===== config.mk =====
export PLATFORM = sky130hd
export DESIGN_NAME = uart_rx
export DESIGN_NICKNAME = d
export VERILOG_FILES = /design/src/rtl/uart_rx.sv
export SDC_FILE = /design/constraint.sdc
export NUM_CORES = 1
export LEC_CHECK = 0
export ABC_AREA = 1
export BUFFER_PORTS_ARGS = -buffer_cell sky130_fd_sc_hd__buf_2
export CORE_MARGIN = 4
export CORE_UTILIZATION = 59
export CTS_CLUSTER_SIZE = 14
export DETAILED_ROUTE_END_ITERATION = 8
export PLACE_DENSITY_LB_ADDON = 0.3
export REMOVE_ABC_BUFFERS = 1
export SYNTH_ARGS = -nofsm -noshare
export SYNTH_HDL_FRONTEND = slang
export SYNTH_SLANG_ARGS = --single-unit

===== constraint.sdc =====
create_clock -name CLK -period 2.27 [get_ports CLK]
set_input_delay 0.454 -clock CLK [delete_from_list [all_inputs] [get_ports CLK]]
set_output_delay 0.454 -clock CLK [all_outputs]
set_load 0.01 [all_outputs]

===== src/rtl/uart_rx.sv =====
// ---------------------------------------------------------------------------
// uart_rx : oversampling UART receiver
//
// Frame: start (0), DATA_WIDTH data bits LSB first, optional parity bit,
// one stop bit (1). Each bit spans Prescale clock cycles (8 or 16).
//
// Ports
//   CLK          in   1   clock, rising edge
//   Reset        in   1   asynchronous active-low reset
//   S_Data       in   1   serial line, idles high, synchronous to CLK
//   Parity_EN    in   1   1 = frame carries a parity bit
//   Parity_type  in   1   0 = even, 1 = odd
//   Prescale     in   5   clock cycles per bit (8 or 16)
//   Parity_error out  1   last received parity bit mismatched
//   Data_valid   out  1   one-cycle pulse, P_Data holds a new good byte
//   P_Data       out  DATA_WIDTH  last good received byte
//
// Build option
//   UART_RX_MAJORITY_VOTE_EN : when defined, each bit is the 2-of-3 majority
//   of the samples at edge counts Prescale/2-1, Prescale/2, Prescale/2+1;
//   otherwise only the Prescale/2 sample is used.
//
// Sample alignment: the edge that detects the start bit is line cycle 0 of
// that bit, so the sample taken while edge_cnt_r == c is line cycle c+1 of
// the current bit. The decision edge is edge count Prescale/2+1.
// ---------------------------------------------------------------------------
module uart_rx #(
    parameter int DATA_WIDTH = 8
) (
    input  logic                  CLK,
    input  logic                  Reset,
    input  logic                  S_Data,
    input  logic                  Parity_EN,
    input  logic                  Parity_type,
    input  logic [4:0]            Prescale,
    output logic                  Parity_error,
    output logic                  Data_valid,
    output logic [DATA_WIDTH-1:0] P_Data
);

    localparam int BW = $clog2(DATA_WIDTH);
    localparam logic [BW-1:0] LAST_BIT = BW'(DATA_WIDTH - 1);

    typedef enum logic [2:0] {
        IDLE   = 3'd0,
        START  = 3'd1,
        DATA   = 3'd2,
        PARITY = 3'd3,
        STOP   = 3'd4
    } state_t;

    state_t                  state_r;
    state_t                  state_nx;
    logic [4:0]              edge_cnt_r;
    logic [BW-1:0]           bit_cnt_r;
    logic                    par_en_r;
    logic                    par_type_r;
    logic [4:0]              prescale_r;
    logic                    samp_mid_r;
`ifdef UART_RX_MAJORITY_VOTE_EN
    logic                    samp_lo_r;
`endif
    logic [DATA_WIDTH-1:0]   shift_r;
    logic [DATA_WIDTH-1:0]   p_data_r;
    logic                    data_valid_r;
    logic                    parity_error_r;

    logic [4:0]              half_s;
    logic                    at_lo_s;
    logic                    at_mid_s;
    logic                    at_dec_s;
    logic                    at_wrap_s;
    logic                    bit_val_s;
    logic                    start_det_s;
    logic                    shift_en_s;
    logic                    perr_set_s;
    logic                    load_s;

    // XOR reduction of a data word (1 = odd number of ones)
    function automatic logic xor_reduce(input logic [DATA_WIDTH-1:0] d);
        return ^d;
    endfunction

`ifdef UART_RX_MAJORITY_VOTE_EN
    // 2-of-3 majority vote
    function automatic logic majority3(input logic a, input logic b, input logic c);
        return (a & b) | (a & c) | (b & c);
    endfunction
`endif

    // Sample-point decode relative to the latched oversampling ratio
    always_comb begin
        half_s    = {1'b0, prescale_r[4:1]};
        at_lo_s   = (edge_cnt_r == (half_s - 5'd1));
        at_mid_s  = (edge_cnt_r == half_s);
        at_dec_s  = (edge_cnt_r == (half_s + 5'd1));
        at_wrap_s = (edge_cnt_r == (prescale_r - 5'd1));
`ifdef UART_RX_MAJORITY_VOTE_EN
        bit_val_s = majority3(samp_lo_r, samp_mid_r, S_Data);
`else
        bit_val_s = samp_mid_r;
`endif
    end

    // Next-state logic and per-edge action strobes
    always_comb begin
        state_nx    = state_r;
        start_det_s = 1'b0;
        shift_en_s  = 1'b0;
        perr_set_s  = 1'b0;
        load_s      = 1'b0;
        case (state_r)
            IDLE: begin
                if (!S_Data) begin
                    state_nx    = START;
                    start_det_s = 1'b1;
                end else begin
                    state_nx = IDLE;
                end
            end
            START: begin
                if (at_dec_s && bit_val_s) begin
                    state_nx = IDLE;            // glitch, not a real start bit
                end else if (at_wrap_s) begin
                    state_nx = DATA;
                end else begin
                    state_nx = START;
                end
            end
            DATA: begin
                shift_en_s = at_dec_s;
                if (at_wrap_s && (bit_cnt_r == LAST_BIT)) begin
                    state_nx = par_en_r ? PARITY : STOP;
                end else begin
                    state_nx = DATA;
                end
            end
            PARITY: begin
                perr_set_s = at_dec_s;
                if (at_wrap_s) begin
                    state_nx = STOP;
                end else begin
                    state_nx = PARITY;
                end
            end
            STOP: begin
                if (at_dec_s) begin
                    // Leave at mid-bit so a back-to-back start bit is caught
                    state_nx = IDLE;
                    load_s   = bit_val_s && !parity_error_r;
                end else begin
                    state_nx = STOP;
                end
            end
            default: begin
                state_nx = IDLE;
            end
        endcase
    end

    // FSM state register
    always_ff @(posedge CLK or negedge Reset) begin
        if (!Reset) begin
            state_r <= IDLE;
        end else begin
            state_r <= state_nx;
        end
    end

    // Edge and bit counters
    always_ff @(posedge CLK or negedge Reset) begin
        if (!Reset) begin
            edge_cnt_r <= 5'd0;
            bit_cnt_r  <= '0;
        end else begin
            if ((state_r == IDLE) || (state_nx == IDLE) || at_wrap_s) begin
                edge_cnt_r <= 5'd0;
            end else begin
                edge_cnt_r <= edge_cnt_r + 5'd1;
            end
            if (state_r != DATA) begin
                bit_cnt_r <= '0;
            end else if (at_wrap_s) begin
                bit_cnt_r <= bit_cnt_r + {{(BW-1){1'b0}}, 1'b1};
            end
        end
    end

    // Frame configuration latched at start detection, and line samples
    always_ff @(posedge CLK or negedge Reset) begin
        if (!Reset) begin
            par_en_r   <= 1'b0;
            par_type_r <= 1'b0;
            prescale_r <= 5'd0;
            samp_mid_r <= 1'b1;
`ifdef UART_RX_MAJORITY_VOTE_EN
            samp_lo_r  <= 1'b1;
`endif
        end else begin
            if (start_det_s) begin
                par_en_r   <= Parity_EN;
                par_type_r <= Parity_type;
                prescale_r <= Prescale;
            end
            if (at_mid_s) begin
                samp_mid_r <= S_Data;
            end
`ifdef UART_RX_MAJORITY_VOTE_EN
            if (at_lo_s) begin
                samp_lo_r <= S_Data;
            end
`endif
        end
    end

    // Data shift register (LSB first) and registered outputs
    always_ff @(posedge CLK or negedge Reset) begin
        if (!Reset) begin
            shift_r        <= '0;
            p_data_r       <= '0;
            data_valid_r   <= 1'b0;
            parity_error_r <= 1'b0;
        end else begin
            if (shift_en_s) begin
                shift_r <= {bit_val_s, shift_r[DATA_WIDTH-1:1]};
            end
            data_valid_r <= load_s;
            if (load_s) begin
                p_data_r <= shift_r;
            end
            if (start_det_s) begin
                parity_error_r <= 1'b0;
            end else if (perr_set_s) begin
                parity_error_r <= xor_reduce(shift_r) ^ bit_val_s ^ par_type_r;
            end
        end
    end

`ifndef UART_RX_MAJORITY_VOTE_EN
    // Low sample point is only meaningful with majority voting
    logic unused_lo_s;
    assign unused_lo_s = at_lo_s;
`endif

    assign P_Data       = p_data_r;
    assign Data_valid   = data_valid_r;
    assign Parity_error = parity_error_r;

endmodule


* Word level (Yosys, flattened, before mapping)
Index checks and enable logic that the tools add are counted.
** Cells by class
- Add/subtract/negate cells :: 4
- Equal/unequal tests :: 9
- Mux-type cells :: 19
- Bitwise logic cells :: 2
- Reductions and logical operators :: 11
** Operator list (number)
- 3-bit 2-to-1 mux :: 6
- 3-bit case mux with 5 select lines :: 1
- 5-bit equality test :: 2
- 1-bit 2-to-1 mux :: 9
- 8-bit parity :: 1
- 3-bit by 2-bit equality test with 1-bit output, second input constant :: 2
- 3-bit equality test, second input constant :: 2
- 3-bit zero test :: 2
- 4-bit by 1-bit adder with 5-bit output, second input constant :: 1
- 5-bit by 1-bit adder with 5-bit output, second input constant :: 1
- 5-bit by 4-bit equality test with 1-bit output :: 1
- 5-bit 2-to-1 mux :: 1
- 5-bit by 1-bit subtractor with 5-bit output, second input constant :: 1
- 2-bit 2-to-1 mux :: 2
- 2-bit nonzero test :: 2
- 3-bit by 1-bit adder with 3-bit output, second input constant :: 1
- 3-bit by 1-bit equality test with 1-bit output, second input constant :: 1
- 1-bit logical AND :: 3
- 3-bit by 2-bit != test with 1-bit output, second input constant :: 1
- 1-bit logical OR :: 2
- 1-bit bitwise XOR :: 2
- 1-bit zero test :: 1
** Word-level totals
- Flip-flop bits (word level) :: 37
- Input bits :: 10
- Output and inout port bits :: 10
- Logic and storage cells :: 56

* Depth between registers and ports, before layout
- Depth after elaboration :: 9
- Gate-level depth with buffers :: 16
- Gate-level depth less buffers :: 16

* Least setup slack after synthesis
Ideal clock, no wire load.
- Path type :: flip-flop to flip-flop
- Start point :: register prescale_r[1]
- End point :: register p_data_r[7] (netlist: P_Data[7])
- Library setup time :: 0.117 ns
- Data arrival time :: 1.710 ns
- Required time :: 2.153 ns
- Setup slack :: 0.442 ns
- Cell stages (with the launch flop) :: 14
- Path buffers :: 1
- Period minus slack after synthesis :: 1.828 ns
- Cell sequence :: dfrtp_1 -> inv_1 -> ha_1 -> inv_1 -> nand2_1 -> nand2_1 -> nand2_1 -> nor2_1 -> nand4_2 -> nor3_4 -> inv_2 -> buf_6 -> nand2_2 -> o21ai_2
** Between the ends
- Cells in the longest elaborated chain, start to end :: 4
** Ends and longest elaborated chain
- from (decl) :: RTL line 58 : logic [4:0] prescale_r;
- from (signal assigned) :: RTL line 203 : prescale_r <= Prescale;
- 4-bit by 1-bit adder with 5-bit output :: RTL line 96 : at_dec_s = (edge_cnt_r == (half_s + 5'd1));
- 5-bit equality test :: RTL line 96
- 1-bit 2-to-1 mux :: RTL line 147 : if (at_dec_s) begin
- 1-bit 2-to-1 mux :: RTL line 112 : case (state_r)
- named net load_s :: RTL line 77 : logic load_s;
- to (signal assigned) :: RTL line 229 : p_data_r <= shift_r;
- to (decl) :: RTL line 64 : logic [DATA_WIDTH-1:0] p_data_r;
The timed path passes the listed nets, and every way through them passes these cells.
A chain may end at the register's enable or synchronous reset.

* Worst setup path in the final report
- Start point :: register prescale_r[1]
- End point :: register edge_cnt_r[0]
** Between the ends
- Cells in the longest elaborated chain, start to end :: 9
- Elaborated cells between the ends (all ways) :: 16
- Classes of those cells :: 2 x add/sub; 2 x eq/ne; 7 x mux; 5 x reduce/logical
** Ends and longest elaborated chain
- 5-bit by 1-bit subtractor with 5-bit output / 4-bit by 1-bit adder with 5-bit output (equally long branches) :: RTL line 97, 96
- 5-bit equality test (on tied branches) :: RTL line 97, 96
- 2-bit 2-to-1 mux (tied with other cells) :: RTL line 124 : end else if (at_wrap_s) begin
- 2-bit 2-to-1 mux / 3-bit 2-to-1 mux (equally long branches) :: RTL line 122, 132
- 3-bit case mux with 5 select lines :: RTL line 112
- 3-bit zero test :: RTL line 176 : if ((state_r == IDLE) || (state_nx == IDLE) || at_wrap_s) begin
- 1-bit logical OR :: RTL line 176
- 1-bit logical OR * :: RTL line 176
- 5-bit 2-to-1 mux * :: RTL line 176
- to (signal assigned) :: RTL line 179 : edge_cnt_r <= edge_cnt_r + 5'd1;
- to (decl) :: RTL line 54 : logic [4:0] edge_cnt_r;
Mark *: on every way between the ends. The rest lies on a longest branch, timed or not.

==> flow_summary.toml <==
[outcome]
status = "completed"

[clock_network]
clock_path_buffers = 2
h-tree-depth = 2
cts_root_buf = "clkbuf_4"
numCtsBuffers = 5
clk-insertion-delay-late_ps = 350
clock_sinks = 37
cts_tree = "built"
cts_setup_buffers = 0
clkTransAtPathRegs_ps = 120
cts_hold_buf = 0

[layout]
final_cell_mix = "nand2_1 (73), dfrtp_1 (36), inv_1 (31)"
drive_above_1_share = 0.215
final_core_util = 0.685
fin_area_sq_um = 2320
ff_latch_area_sq_um = 927
finalNonFillerCells = 334
n_fill_cell = 278
final_nets = 304
multi_input_area_sq_um = 1000
syn2layout_area_growth_pct = 10.1
diodes = 0
layout_commonest_cell = "nand2_1"

[flow_run]
drv_cap = 0

[floorplanning]
start_util = 0.622
chipWidth_um = 67.8
die_h_um = 67.8
io_pins = 20
core-area_sq_um = 3390
placementRows = 21
die-area_sq_um = 4590

[timing]
max_freq_mhz = 480
finalSetupViolations = 0
grt_setup_unrepaired = "false"
hold_viol = 0
drv_slew = 0
tns_ps = 0
layout_setup_ws_ps = 186
max-slew-margin-rel = 0.459
tightestPinTransition_ps = 812
whs_ps = 181
period_needed_ps = 2080
skew_ps = 3.83
timing.final.crit_share = 0.918

[routing]
vias = 1681
viasPerCell = 5.03
drtIter0Drc = 101
drt-pass1-iter-count = 4
drt-total-wl_um = 4000
antenna_left = 0
drc_errors = 0
wl_per_cell_um = 12.0

[critical_path]
r2r_start = "prescale_r[1]"
rr_worst_depth = 15
worstPathMaxFanout = 6
endpoint_kind = "flip-flop"
crit_start = "prescale_r[1]"
r2r-end = "edge_cnt_r[0]"
reg2reg_slack_ps = 190
cp-start-kind = "flip-flop"
critPathKind = "flip-flop to flip-flop"
critical_path_required_ps = 2520
crit_path_end = "edge_cnt_r[0]"
cp.arrival_ps = 2330

[synth]
async_flop_share = 1.00
ys_ff_latch = 37
syn_inst = 265
ys.flop_type = "dfrtp_1"
syn_area_sq_um = 2110
seq_area_frac_synth = 0.440
synth_edf_count = 0
synth_warnings = 0
avgSynthCellArea_sq_um = 7.96
ys_types = 28

[worst_hold_path]
min_path_type = "primary input to asynchronous set/reset pin"

[grt]
grt_pass1_wl_um = 7000
grt_pass1_vias = 1628
grt_use_total = 0.204
antenna_found_initial = 0
grt_max_degree = 38
grt_overflow = 0

[placement]
gp_congestion = 0.849
place_hpwl_um = 2940
port_buffers = 19
dpl_worst_slack_ps = 199
place_area_sq_um = 2230
dp.cells = 326

[power]
power_density_nw_per_um2 = 1050
leakage_nw = 1.22
power_mw = 2.44
max-vdd-ir-drop_mv = 0.571
registers in the layout (all words and copies together), names as in the netlist, 3 cells and up:
name / cells
P_Data: 8
shift_r: 8
edge_cnt_r: 5
prescale_r: 5
bit_cnt_r: 3
state_r: 3
cell usage after synthesis, types with 4 or more instances:
library cell	count	area share
a21oi_1	10	0.024
dfrtp_1	36	0.43
ha_1	7	0.042
inv_1	32	0.057
inv_2	6	0.011
nand2_1	74	0.13
nand2_2	6	0.018
nand3_1	20	0.047
nor2_1	21	0.037
nor2_2	4	0.012
o21ai_0	12	0.028
o21ai_2	7	0.029
xnor2_1	5	0.021
xor2_1	7	0.029
timing repair:
action / CTS / global route
hold endpoints to repair: 0 / 0
setup endpoints to repair: 0 / 11
gates resized for setup: 0 / 4
cell families (layout without fill, tap and decap cells):
group	Yosys count	in the layout	share of synthesized area
simple gates	134	134	0.285
buf+inv	43	66	0.0872
flops	37	37	0.440
compound gates	30	30	0.0855
xor+xnor	12	12	0.0499
fa+ha+maj	7	7	0.0415
mux	2	2	0.0107
layer usage:
metal  GRT usage  routed length, um  up-vias
li1            -                  -      876
met1       0.249               1800      777
met2       0.350               2020       22
met3      0.0466                127        6
met4      0.0744                 55        0
met5           0                  0        -
layout make-up:
cell class | count | area share
inverter | 38 | 0.0615
clock inverter | 2 | 0.0162
timing repair buffer | 20 | 0.0442
sequential | 37 | 0.399
multi-input combinational | 185 | 0.432
tap | 46 | 0.0248
clock buffer | 6 | 0.0221
worst min path at each step:
stage | startpoint | slack [ps] | endpoint | cells past startpoint
after floorplan | Reset | 160 | Data_valid | 0
after global placement | P_Data[0] | 460 | P_Data[0] | 2
after detailed placement | P_Data[0] | 460 | P_Data[0] | 2
after CTS | Reset | 210 | edge_cnt_r[0] | 1
after global routing | Reset | 230 | P_Data[5] | 1
final | Reset | 180 | P_Data[5] | 1
report_power, final:
part	total [mW]	switching [mW]	internal, mW
Combinational	1.01	0.643	0.367
Clock	0.497	0.235	0.262
Sequential	0.934	0.149	0.785
worst max-delay path, stage by stage (launching register included):
cell and delay (ps):
dfrtp_1 430, inv_2 90, ha_2 330, inv_1 30, nand2_1 50, nand2_1 50, nor2_2 90, nand3_1 140
nor2_4 180, nand2_1 90, nand2_1 70, nand2_1 60, nor2_2 110, nand3_1 100, nand2_2 110, nor2_1 50
No activity file was read; power rests on OpenSTA's default activity.
